## src/rtl/stepper_pkg.sv

```systemverilog
// stepper_pkg: shared constants and types for the stepper move controller.
package stepper_pkg;
  localparam int STEP_PHASES = 29;
  localparam int IDX_W = 5;
  localparam logic DIR_FWD = 1'b1;
  localparam logic DIR_REV = 1'b0;
  typedef enum logic {IDLE, RUN} state_e;
endpackage

```

## src/rtl/stepper_phase_ring.sv

```systemverilog
// stepper_phase_ring: bidirectional one-hot rotator with a tracked binary index.
module stepper_phase_ring
  import stepper_pkg::*;
#(
  parameter int PHASES = STEP_PHASES
) (
  input  logic              clk,
  input  logic              rst_n,
  input  logic              en_i,
  input  logic              dir_i,
  output logic [PHASES-1:0] phase_o,
  output logic [IDX_W-1:0]  idx_o
);
  localparam logic [IDX_W-1:0] LAST = IDX_W'(PHASES - 1);
  logic [PHASES-1:0] phase_q, phase_d;
  logic [IDX_W-1:0]  idx_q, idx_d;
  always_comb begin
    phase_d = !en_i ? phase_q :
              (dir_i == DIR_FWD) ? {phase_q[PHASES-2:0], phase_q[PHASES-1]} :
                                   {phase_q[0], phase_q[PHASES-1:1]};
    idx_d = !en_i ? idx_q :
            (dir_i == DIR_FWD) ? ((idx_q == LAST) ? '0 : idx_q + IDX_W'(1)) :
                                 ((idx_q == '0) ? LAST : idx_q - IDX_W'(1));
  end
  always_ff @(posedge clk or negedge rst_n) begin
    if (!rst_n) begin
      phase_q <= PHASES'(1);
      idx_q   <= '0;
    end else begin
      phase_q <= phase_d;
      idx_q   <= idx_d;
    end
  end
  assign phase_o = phase_q;
  assign idx_o   = idx_q;
endmodule

```

## src/rtl/stepper_move_ctrl.sv

```systemverilog
// stepper_move_ctrl: accepts move commands, paces steps with a divider and drives the phase ring.
module stepper_move_ctrl
  import stepper_pkg::*;
#(
  parameter int PHASES = STEP_PHASES,
  parameter int CNT_W  = 16,
  parameter int DIV_W  = 16
) (
  input  logic              clk,
  input  logic              rst_n,
  input  logic              cmd_valid,
  output logic              cmd_ready,
  input  logic              cmd_dir,
  input  logic [CNT_W-1:0]  cmd_steps,
  input  logic [DIV_W-1:0]  cmd_period,
  input  logic              abort,
  output logic              busy,
  output logic              done,
  output logic              aborted,
  output logic              step_pulse,
  output logic              dir,
  output logic [PHASES-1:0] phase,
  output logic [IDX_W-1:0]  phase_idx,
  output logic [CNT_W-1:0]  steps_left
);
  state_e           state_q, state_d;
  logic [DIV_W-1:0] timer_q, timer_d, period_q, period_d, period_eff;
  logic [CNT_W-1:0] steps_q, steps_d;
  logic             dir_q, dir_d, done_q, done_d, aborted_q, aborted_d, step_q, step_d;
  logic             accept, running, abort_now, step_due, last_step;
  assign cmd_ready = (state_q == IDLE) && rst_n;
  always_comb begin
    accept     = cmd_valid && cmd_ready;
    running    = state_q == RUN;
    period_eff = (cmd_period == '0) ? DIV_W'(1) : cmd_period;
    // abort wins over a step falling on the same edge
    abort_now  = running && abort;
    step_due   = running && !abort && (timer_q == DIV_W'(1));
    last_step  = step_due && (steps_q == CNT_W'(1));
    state_d    = running ? ((abort_now || last_step) ? IDLE : RUN) :
                           ((accept && cmd_steps != '0) ? RUN : IDLE);
    timer_d    = accept ? period_eff : !running ? timer_q :
                 step_due ? period_q : timer_q - DIV_W'(1);
    period_d   = accept ? period_eff : period_q;
    steps_d    = accept ? cmd_steps : step_due ? steps_q - CNT_W'(1) : steps_q;
    dir_d      = accept ? cmd_dir : dir_q;
    done_d     = (accept && cmd_steps == '0) || abort_now || last_step;
    aborted_d  = abort_now;
    step_d     = step_due;
  end
  always_ff @(posedge clk or negedge rst_n) begin
    if (!rst_n) begin
      state_q   <= IDLE;
      timer_q   <= '0;
      period_q  <= '0;
      steps_q   <= '0;
      dir_q     <= 1'b0;
      done_q    <= 1'b0;
      aborted_q <= 1'b0;
      step_q    <= 1'b0;
    end else begin
      state_q   <= state_d;
      timer_q   <= timer_d;
      period_q  <= period_d;
      steps_q   <= steps_d;
      dir_q     <= dir_d;
      done_q    <= done_d;
      aborted_q <= aborted_d;
      step_q    <= step_d;
    end
  end
  stepper_phase_ring #(.PHASES(PHASES)) u_ring (
    .clk     (clk),
    .rst_n   (rst_n),
    .en_i    (step_due),
    .dir_i   (dir_q),
    .phase_o (phase),
    .idx_o   (phase_idx)
  );
  assign busy       = state_q == RUN;
  assign done       = done_q;
  assign aborted    = aborted_q;
  assign step_pulse = step_q;
  assign dir        = dir_q;
  assign steps_left = steps_q;
endmodule
```

## config.mk

```make
export PLATFORM = sky130hd
export DESIGN_NAME = stepper_move_ctrl
export DESIGN_NICKNAME = d
export VERILOG_FILES = /design/src/rtl/stepper_pkg.sv /design/src/rtl/stepper_phase_ring.sv /design/src/rtl/stepper_move_ctrl.sv
export SDC_FILE = /design/constraint.sdc
export NUM_CORES = 1
export LEC_CHECK = 0
export CORE_AREA = 2 2 125 127
export DETAILED_ROUTE_END_ITERATION = 16
export DIE_AREA = 0 0 127 129
export SLEW_MARGIN = 15
export SYNTH_ARGS = -nofsm -noshare
export SYNTH_HDL_FRONTEND = slang
export SYNTH_SLANG_ARGS = --single-unit
export TNS_END_PERCENT = 30
```

## constraint.sdc

```tcl
create_clock -name clk -period 2.6 [get_ports clk]
set_clock_uncertainty 0.05 [all_clocks]
set_input_delay 0.52 -clock clk [delete_from_list [all_inputs] [get_ports clk]]
set_output_delay 0.52 -clock clk [all_outputs]
set_load 0.01 [all_outputs]
```

Yosys cells after proc, flatten, opt, wreduce, memory -nomap -nowiden
Cells that the tools add are included.
{"block": "classes", "addsub": 4, "n_eq_ne": 3, "mux": 13, "n_bitwise": 1, "reduce_logical": 18}
{"op": "16-bit 2-to-1 mux", "count": 6}
{"op": "16-bit by 1-bit == test with 1-bit output, second input constant", "count": 2}
{"op": "16-bit zero test", "count": 2}
{"op": "16-bit by 1-bit subtractor with 16-bit output, second input constant", "count": 2}
{"op": "29-bit 2-to-1 mux", "count": 1}
{"op": "16-bit nonzero test", "count": 1}
{"op": "5-bit 2-to-1 mux", "count": 3}
{"op": "1-bit logical AND", "count": 8}
{"op": "5-bit by 1-bit adder with 5-bit output, second input constant", "count": 1}
{"op": "5-bit == test, second input constant", "count": 1}
{"op": "5-bit zero test", "count": 1}
{"op": "5-bit by 1-bit subtractor with 5-bit output, second input constant", "count": 1}
{"op": "2-bit nonzero test", "count": 2}
{"op": "1-bit logical OR", "count": 3}
{"op": "1-bit 2-to-1 mux", "count": 3}
{"op": "1-bit zero test", "count": 1}
{"op": "1-bit NOT", "count": 1}
{"block": "totals", "ff_bits": 87, "input_bits": 37, "word_cells": 49}

Depth between registers and ports, before layout
Gate-level depths: netlist of run 1.
{"block": "depth", "depth_word": 7, "mapped_depth": 11, "mapped_depth_nobuf": 8}

By module
Synthesis of run 1 repeated with hierarchy kept, for this count alone.
{"block": "unflattened", "hier_cells": 536, "area_unflattened_um2": 4822.1}
{"mod": "stepper_move_ctrl", "instances": 1, "cells_per_inst": 354, "area_per_inst_um2": 3029.2, "seq_area_each_um2": 1326.3}
{"mod": "stepper_phase_ring", "instances": 1, "cells_per_inst": 182, "area_per_inst_um2": 1793.0, "seq_area_each_um2": 852.1}

Least setup slack after synthesis of run 1
No wires, ideal clock.
{"block": "synth_path", "path_kind": "register to register", "startpoint": "register timer_q[2]", "endpoint": "register state_q (netlist: busy)", "setup_ps": 122, "t_arrival_ps": 2423, "required_time_ps": 2428, "setup_slack_ps": 5, "stages_incl_launch_ff": 8, "n_path_buf": 2, "synth_period_minus_slack_ps": 2595, "cell_sequence": "dfrtp_1 > buf_6 > or4_4 > nor4_4 > nand2_2 > buf_6 > or4_4 > a32o_1"}
{"block": "synth_via", "elab_chain_cells": 6}
{"item": "from (decl)", "line": "stepper_move_ctrl.sv:27", "text": "logic [DIV_W-1:0] timer_q, timer_d, period_q, period_d, period_eff;"}
{"item": "from (signal assigned)", "line": "stepper_move_ctrl.sv:63", "text": "timer_q <= timer_d;"}
{"item": "16-bit by 1-bit == test with 1-bit output", "line": "stepper_move_ctrl.sv:38", "text": "step_due = running && !abort && (timer_q == DIV_W'(1));"}
{"item": "1-bit logical AND", "line": "stepper_move_ctrl.sv:38"}
{"item": "1-bit logical AND", "line": "stepper_move_ctrl.sv:39", "text": "last_step = step_due && (steps_q == CNT_W'(1));"}
{"item": "1-bit logical OR", "line": "stepper_move_ctrl.sv:40", "text": "state_d = running ? ((abort_now || last_step) ? IDLE : RUN) :"}
{"item": "1-bit 2-to-1 mux (2 in a row)", "line": "stepper_move_ctrl.sv:40"}
{"item": "via state_d", "line": "stepper_move_ctrl.sv:26", "text": "state_e state_q, state_d;"}
{"item": "to (signal assigned)", "line": "stepper_move_ctrl.sv:62", "text": "state_q <= state_d;"}
{"item": "to (decl)", "line": "stepper_move_ctrl.sv:26"}
The timed path passes the listed nets, and every way through them passes these cells.
A chain may end at the register's enable or synchronous reset.

Worst setup path after layout of run 1
{"block": "layout_path", "startpoint": "register steps_q[10] (netlist: steps_left[10])", "endpoint": "register state_q (netlist: busy)"}
{"block": "layout_via", "elab_chain_cells": 5}
{"item": "from (decl)", "line": "stepper_move_ctrl.sv:28", "text": "logic [CNT_W-1:0] steps_q, steps_d;"}
{"item": "from (signal assigned)", "line": "stepper_move_ctrl.sv:65", "text": "steps_q <= steps_d;"}
{"item": "16-bit by 1-bit == test with 1-bit output", "line": "stepper_move_ctrl.sv:39"}
{"item": "1-bit logical AND", "line": "stepper_move_ctrl.sv:39"}
{"item": "1-bit logical OR", "line": "stepper_move_ctrl.sv:40"}
{"item": "1-bit 2-to-1 mux (2 in a row)", "line": "stepper_move_ctrl.sv:40"}
{"item": "via state_d", "line": "stepper_move_ctrl.sv:26"}
The timed path passes the listed nets, and every way through them passes these cells.

==> reports/metrics.csv, run 1 <==
metric,value,unit
outcome,finished clean,
clk_pin_slew_worst_paths,60,ps
slew_headroom,0.561,
die_w,127,um
clk_path_buf_depth,2,
initial_core_util,0.317,
grt-ovfl-total,0,
drcViolationCount,0,
max_freq,0.399,GHz
finalMaxSlewViolations,0,
final_util,0.426,
vias,4347,
nets,663,
hold_violations,0,
setup_viol_count_final,0,
hp-class,in -> async,
antenna_found_initial,0,
first_global_vias,4121,
cts.sinks,87,
grt_pass1_wl,22300,um
netlist_top_cells_area,"dfrtp_1 (45%), mux2i_1 (9.1%), nand2_1 (7.4%)",
io_pins,93,
die_y,129,um
synth-async-reset-ratio,1.00,
via_per_inst,5.35,
drt_iter0_drc,376,
syn_to_final_growth,34.1,%
pre_cts_slack,12.3,ps
syn_nets,562,
leakagePower,2.66,nW
hpwlAfterDp,9600,um
period_share,0.964,
timing.setup.tns,0,ps
routed_wl,13700,um
root_buffer,clkbuf_16,
port_buffers,92,
cp_max_fo,3,
antenna_cells,0,
synthCells,518,
peakVddDrop,0.323,mV
cts_made_buffers,9,
rsz0062_at_grt,false,
p_switching,1.29,mW
syn_area,4750,um2
power_frac_seq,0.399,
synth_top_area_share,0.453,
powerDensity,686,nW/um2
finalWeightedCongestion,0.867,
synth_flop_cell,dfrtp_1,
postCtsSetupRepairBufs,0,
power_frac_comb,0.238,
ys_types,54,
cp_data_arrival_time,2690,ps
end_kind,register,
grt_max_degree,75,
core,15000,um2
fillerInstances,1442,
synth_edf_count,0,
track_usage,0.170,
start_kind,register,
ys_ff_latch,87,
dr.pass1.iters,4,
h-tree-depth,3,
switching_share,0.295,
period_needed,2510,ps
rows,45,
tritoncts,yes,
crit_type,reg -> reg,
ys_warn_count,0,
syn_area_per_cell,9.18,um2
required,2780,ps
internal_power,3.09,mW
drv_cap,0,
yosys.area.top_type,dfrtp_1,
ant_nets,0,
clkLatencyLatePin,350,ps
layout_setup_ws,93.5,ps
final_layout_size_suffix_gt1_frac,0.0913,
wl_per_cell,16.9,um
synth_seq_area_share,0.458,
die_area,16400,um2
worst_pin_slew,659,ps
p_clk_frac,0.363,
## synth_stat cells, types with 6 or more instances
cell type	instances
ha_1	7
or3_1	6
a21oi_1	16
mux2i_1	43
a31oi_1	6
and3_1	7
nand4_1	6
inv_1	10
nand3_1	13
nor4_1	14
o21ai_0	49
a211oi_1	11
dfrtp_1	86
xor2_1	7
nor3_1	13
o211ai_1	7
nand2_1	94
nor2_1	23
clkbuf_1	28
## worst max-delay path, stage by stage, from the launching register on
cell and delay [ps]:
dfrtp_1 400, or4_1 550, or3_1 340, or2_2 310, or4_4 490, a32o_1 270
## metal layers
| metal | track usage | share of wire | vias up |
|---|---|---|---|
| li1 | - | - | 2085 |
| met1 | 0.235 | 0.47 | 2126 |
| met2 | 0.264 | 0.45 | 128 |
| met3 | 0.0524 | 0.067 | 8 |
| met4 | 0.0394 | 0.0091 | 0 |
| met5 | 0 | 0 | - |
## stage by stage
stage	hold WS [ps]	power, mW	area, um2	instances
global route	384	4.60	6380	812
floorplan	174	2.34	4750	518
finish	347	4.38	6380	812
global placement	306	2.78	6010	795
detailed placement	306	2.80	6010	795
CTS	349	4.42	6380	812
## registers in the layout (all words and copies together) (netlist names)
signal / cells
u_ring.phase_o: 29
period_q: 16
steps_left: 16
timer_q: 16
u_ring.idx_o: 5
aborted: 1
busy: 1
dir: 1
done: 1
step_pulse: 1
## cell usage in the layout (no fill, tap or decap), types with 10 or more instances in the layout
master,netlist,layout
a211oi_1,11,11
a21oi_1,16,16
buf_4,0,29
clkdlybuf4s50_1,0,91
dfrtp_1,86,85
inv_1,10,10
mux2i_1,43,43
nand2_1,94,94
nand3_1,13,13
nor2_1,23,22
nor3_1,13,13
nor4_1,14,14
o21ai_0,49,48
## power groups by stage
stage / clock network, mW / registers [mW] / logic, mW
after floorplan: 0 / 1.74 / 0.604
after global placement: 0 / 1.76 / 1.02
after detailed placement: 0 / 1.76 / 1.04
after CTS: 1.63 / 1.74 / 1.05
after global routing: 1.69 / 1.77 / 1.14
final: 1.59 / 1.75 / 1.04
## repair_timing
action | in CTS | in global routing
endpoints found under the setup margin | 0 | 2
hold endpoints to repair | 4 | 0
gates resized for setup | 0 | 1
hold buffers | 1 | 0
## kinds of logic (layout without fill, tap and decap cells)
family | after synthesis | count (layout) | share of synthesized area
multiplexers | 43 | 43 | 0.0905
AO/OA/AOI/OAI | 119 | 119 | 0.158
flip-flops | 87 | 87 | 0.458
AND/OR/NAND/NOR | 208 | 208 | 0.218
XOR/XNOR | 11 | 11 | 0.0203
buffers and inverters | 43 | 149 | 0.0374
adder cells (fa/ha/maj) | 7 | 7 | 0.0184
## cell type report
class,instances,area (um2),share of cell area
clock buffers,10,229,0.0359
inverters,11,41.3,0.00647
well taps,188,235,0.0369
multi-input cells,388,2400,0.376
repair buffers,122,1160,0.182
flip-flops and latches,87,2180,0.342
clock inverters,6,133,0.0208
## path summary, 6_finish.rpt
path	from	to	slack, ps	cells past startpoint
min in group clk	period_q[1]	period_q[1]	430	2
hold / removal	rst_n	steps_left[4]	350	2
max in group asynchronous	rst_n	dir	1220	3
hold reg to reg	period_q[1]	period_q[1]	430	2
setup / recovery	steps_left[10]	busy	90	5
setup reg to reg	steps_left[10]	busy	90	5
Note: power is estimated with default switching activity, not from simulation.
==> inputs of run 2 (changes only) <==
--- a/config.mk
+++ b/config.mk
@@ -5,6 +5,7 @@
 export SDC_FILE = /design/constraint.sdc
 export NUM_CORES = 1
 export LEC_CHECK = 0
+export CAP_MARGIN = 10
 export CORE_AREA = 2 2 125 127
 export DETAILED_ROUTE_END_ITERATION = 16
 export DIE_AREA = 0 0 127 129
==> results of run 2 <==
Same layout as run 1: the final DEF is identical, and so are final timing and power.
==> inputs of run 3 (changes only) <==
--- a/config.mk
+++ b/config.mk
@@ -6,11 +6,16 @@
 export NUM_CORES = 1
 export LEC_CHECK = 0
 export CAP_MARGIN = 10
-export CORE_AREA = 2 2 125 127
+export CELL_PAD_IN_SITES_DETAIL_PLACEMENT = 0
+export CELL_PAD_IN_SITES_GLOBAL_PLACEMENT = 1
+export CORE_AREA = 2 2 126 128
 export DETAILED_ROUTE_END_ITERATION = 16
-export DIE_AREA = 0 0 127 129
+export DIE_AREA = 0 0 128 130
+export PLACE_DENSITY_LB_ADDON = 0.1
+export SKIP_LAST_GASP = 1
 export SLEW_MARGIN = 15
 export SYNTH_ARGS = -nofsm -noshare
 export SYNTH_HDL_FRONTEND = slang
+export SYNTH_HIERARCHICAL = 1
 export SYNTH_SLANG_ARGS = --single-unit
 export TNS_END_PERCENT = 30
==> run 3 against run 2 <==
Setup slack improved by 88 ps. Power decreased by 10%. Via count increased by 3.2%. Clock-buffer cell count decreased by 1. Largest power group unchanged. Critical endpoint is now steps_left[6]. Register-to-register slack improved by 90 ps. Global-route usage increased by 1.1 points. Sequential power about the same.
==> reports/metrics.csv, run 3 <==
metric,value,unit
slew_headroom,0.497,
grt_pass1_wl,23600,um
wl_per_cell,17.3,um
path_cells,inv_1 -> ha_1 -> nor4b_1 -> and4_1 -> buf_4 -> a21oi_1 -> a21oi_1 -> o221a_2,
finalWeightedCongestion,0.845,
cp_max_fo,5,
die_y,130,um
antenna_cells,0,
syn_nets,580,
antenna_found_initial,0,
postCtsSetupRepairBufs,0,
synth_compound_area_frac,0.187,
slowest_stage,a21oi_1,
place_inst,824,
via_per_inst,5.33,
netlist_top_cells_area,"dfrtp_1 (45%), mux2i_1 (6.9%), nand2_1 (5.7%)",
ys_types,66,
cts_made_buffers,9,
dr.pass1.iters,4,
multi_input_area,2430,um2
peakVddDrop,0.316,mV
timing.setup.tns,0,ps
tritoncts,yes,
die_w,128,um
crit_path_max_incr_delay,610,ps
syn_area,4820,um2
finalMaxSlewViolations,0,
ys_ff_latch,87,
crit_top_cell,a21oi_1,
clkLatencyLatePin,350,ps
core,15400,um2
synthAdderAreaFrac,0.0182,
synthMuxAreaShare,0.0685,
synth_xor_area_frac,0.00363,
drcViolationCount,0,
routed_wl,14600,um
h-tree-depth,3,
final_common_cell,clkdlybuf4s50_1,
syn_to_final_growth,33.4,%
post_cts_resized,0,
postCtsHoldBufs,1,
layout_setup_ws,181,ps
track_usage,0.182,
synth-async-reset-ratio,1.00,
fillerInstances,1557,
initial_core_util,0.313,
final_layout_size_suffix_gt1_frac,0.105,
ys_warn_count,6,
clk_path_buf_depth,2,
setup_viol_count_final,0,
cts.sinks,87,
ant_nets,0,
layout_common_cells,"clkdlybuf4s50_1 (91), dfrtp_1 (85), nand2_1 (73), nor2_1 (68), a21oi_1 (44)",
die_area,16600,um2
first_global_vias,4307,
largest_reg_flops,29,
synth.most_common_cell,dfrtp_1,
worst_pin_slew,755,ps
register_area,2180,um2
finalNonFillerCells,841,
leakagePower,2.67,nW
finalPower,3.94,mW
start_kind,register,
port_buffers,92,
crit_type,reg -> reg,
synth_top_area_share,0.446,
end_kind,register,
rows,46,
io_pins,93,
vias,4484,
powerDensity,612,nW/um2
hpwlAfterDp,10500,um
synth_flop_cell,dfrtp_1,
yosys.area_share.simple,0.226,
max_freq,0.413,GHz
syn_area_per_cell,9.00,um2
clk_pin_slew_worst_paths,70,ps
grt-ovfl-total,0,
synth_seq_area_share,0.452,
period_share,0.930,
yosys.area.top_type,dfrtp_1,
pre_cts_slack,-95.3,ps
nets,688,
required,2780,ps
hold_violations,0,
rsz0062_at_grt,false,
synthTopCellsByCount,"dfrtp_1 (86), nand2_1 (73), nor2_1 (69), a21oi_1 (44), mux2i_1 (33)",
hp-class,in -> async,
root_buffer,clkbuf_16,
drv_cap,0,
drt_iter0_drc,174,
synth_edf_count,0,
period_needed,2420,ps
rrSetupSlack,180,ps
cp_data_arrival_time,2600,ps
synthCells,536,
grt_max_degree,59,
synth_top_family_by_area,simple AND/OR/NAND/NOR gates,
outcome,finished clean,
run 3: cells by family after synthesis:
family	after synthesis
AO/OA/AOI/OAI	137
AND/OR/NAND/NOR	225
flip-flops	87
buffers and inverters	45
multiplexers	33
adder cells (fa/ha/maj)	7
XOR/XNOR	2
run 3: path summary, 6_finish.rpt:
check | startpoint | endpoint | depth (start not counted)
hold / removal | rst_n | u_ring/idx_o[4] | 2
max in group asynchronous | rst_n | timer_q[3] | 3
hold reg to reg | period_q[7] | period_q[7] | 2
setup reg to reg | timer_q[1] | steps_left[6] | 8
setup / recovery | timer_q[1] | steps_left[6] | 8
min in group clk | period_q[7] | period_q[7] | 2
run 3: layout make-up:
class / count / area share
multi-input cells: 404 / 0.378
flip-flops and latches: 87 / 0.339
repair buffers: 131 / 0.192
well taps: 192 / 0.0373
clock buffers: 9 / 0.0350
clock inverters: 7 / 0.0122
inverters: 11 / 0.00642
run 3: report_power, final:
group	internal, mW	switching [mW]	total, mW	leakage [nW]
sequential	1.53	0.214	1.74	1.10
combinational	0.428	0.420	0.847	1.42
clock	0.757	0.597	1.35	0.151
run 3: layer usage:
metal / track usage / vias to the layer above / routed length, um
li1: - / 2186 / -
met1: 0.248 / 2163 / 6890
met2: 0.294 / 113 / 6770
met4: 0.0692 / 0 / 289
met3: 0.0258 / 22 / 643
met5: 0 / - / 0
run 3: worst max-delay path: cells and delay by family, from the launching register on:
family | cells | cell delay (ps)
buf+inv | 2 | 250
simple gates | 2 | 400
compound gates | 3 | 990
fa+ha+maj | 1 | 190
flops | 1 | 420
run 3: metrics by stage:
step	hold WS, ps	cell area, um2	util
finish	322	6430	0.417
global route	386	6430	0.417
CTS	340	6430	0.417
detailed placement	327	6120	0.397
global placement	327	6120	0.397
floorplan	174	4820	-
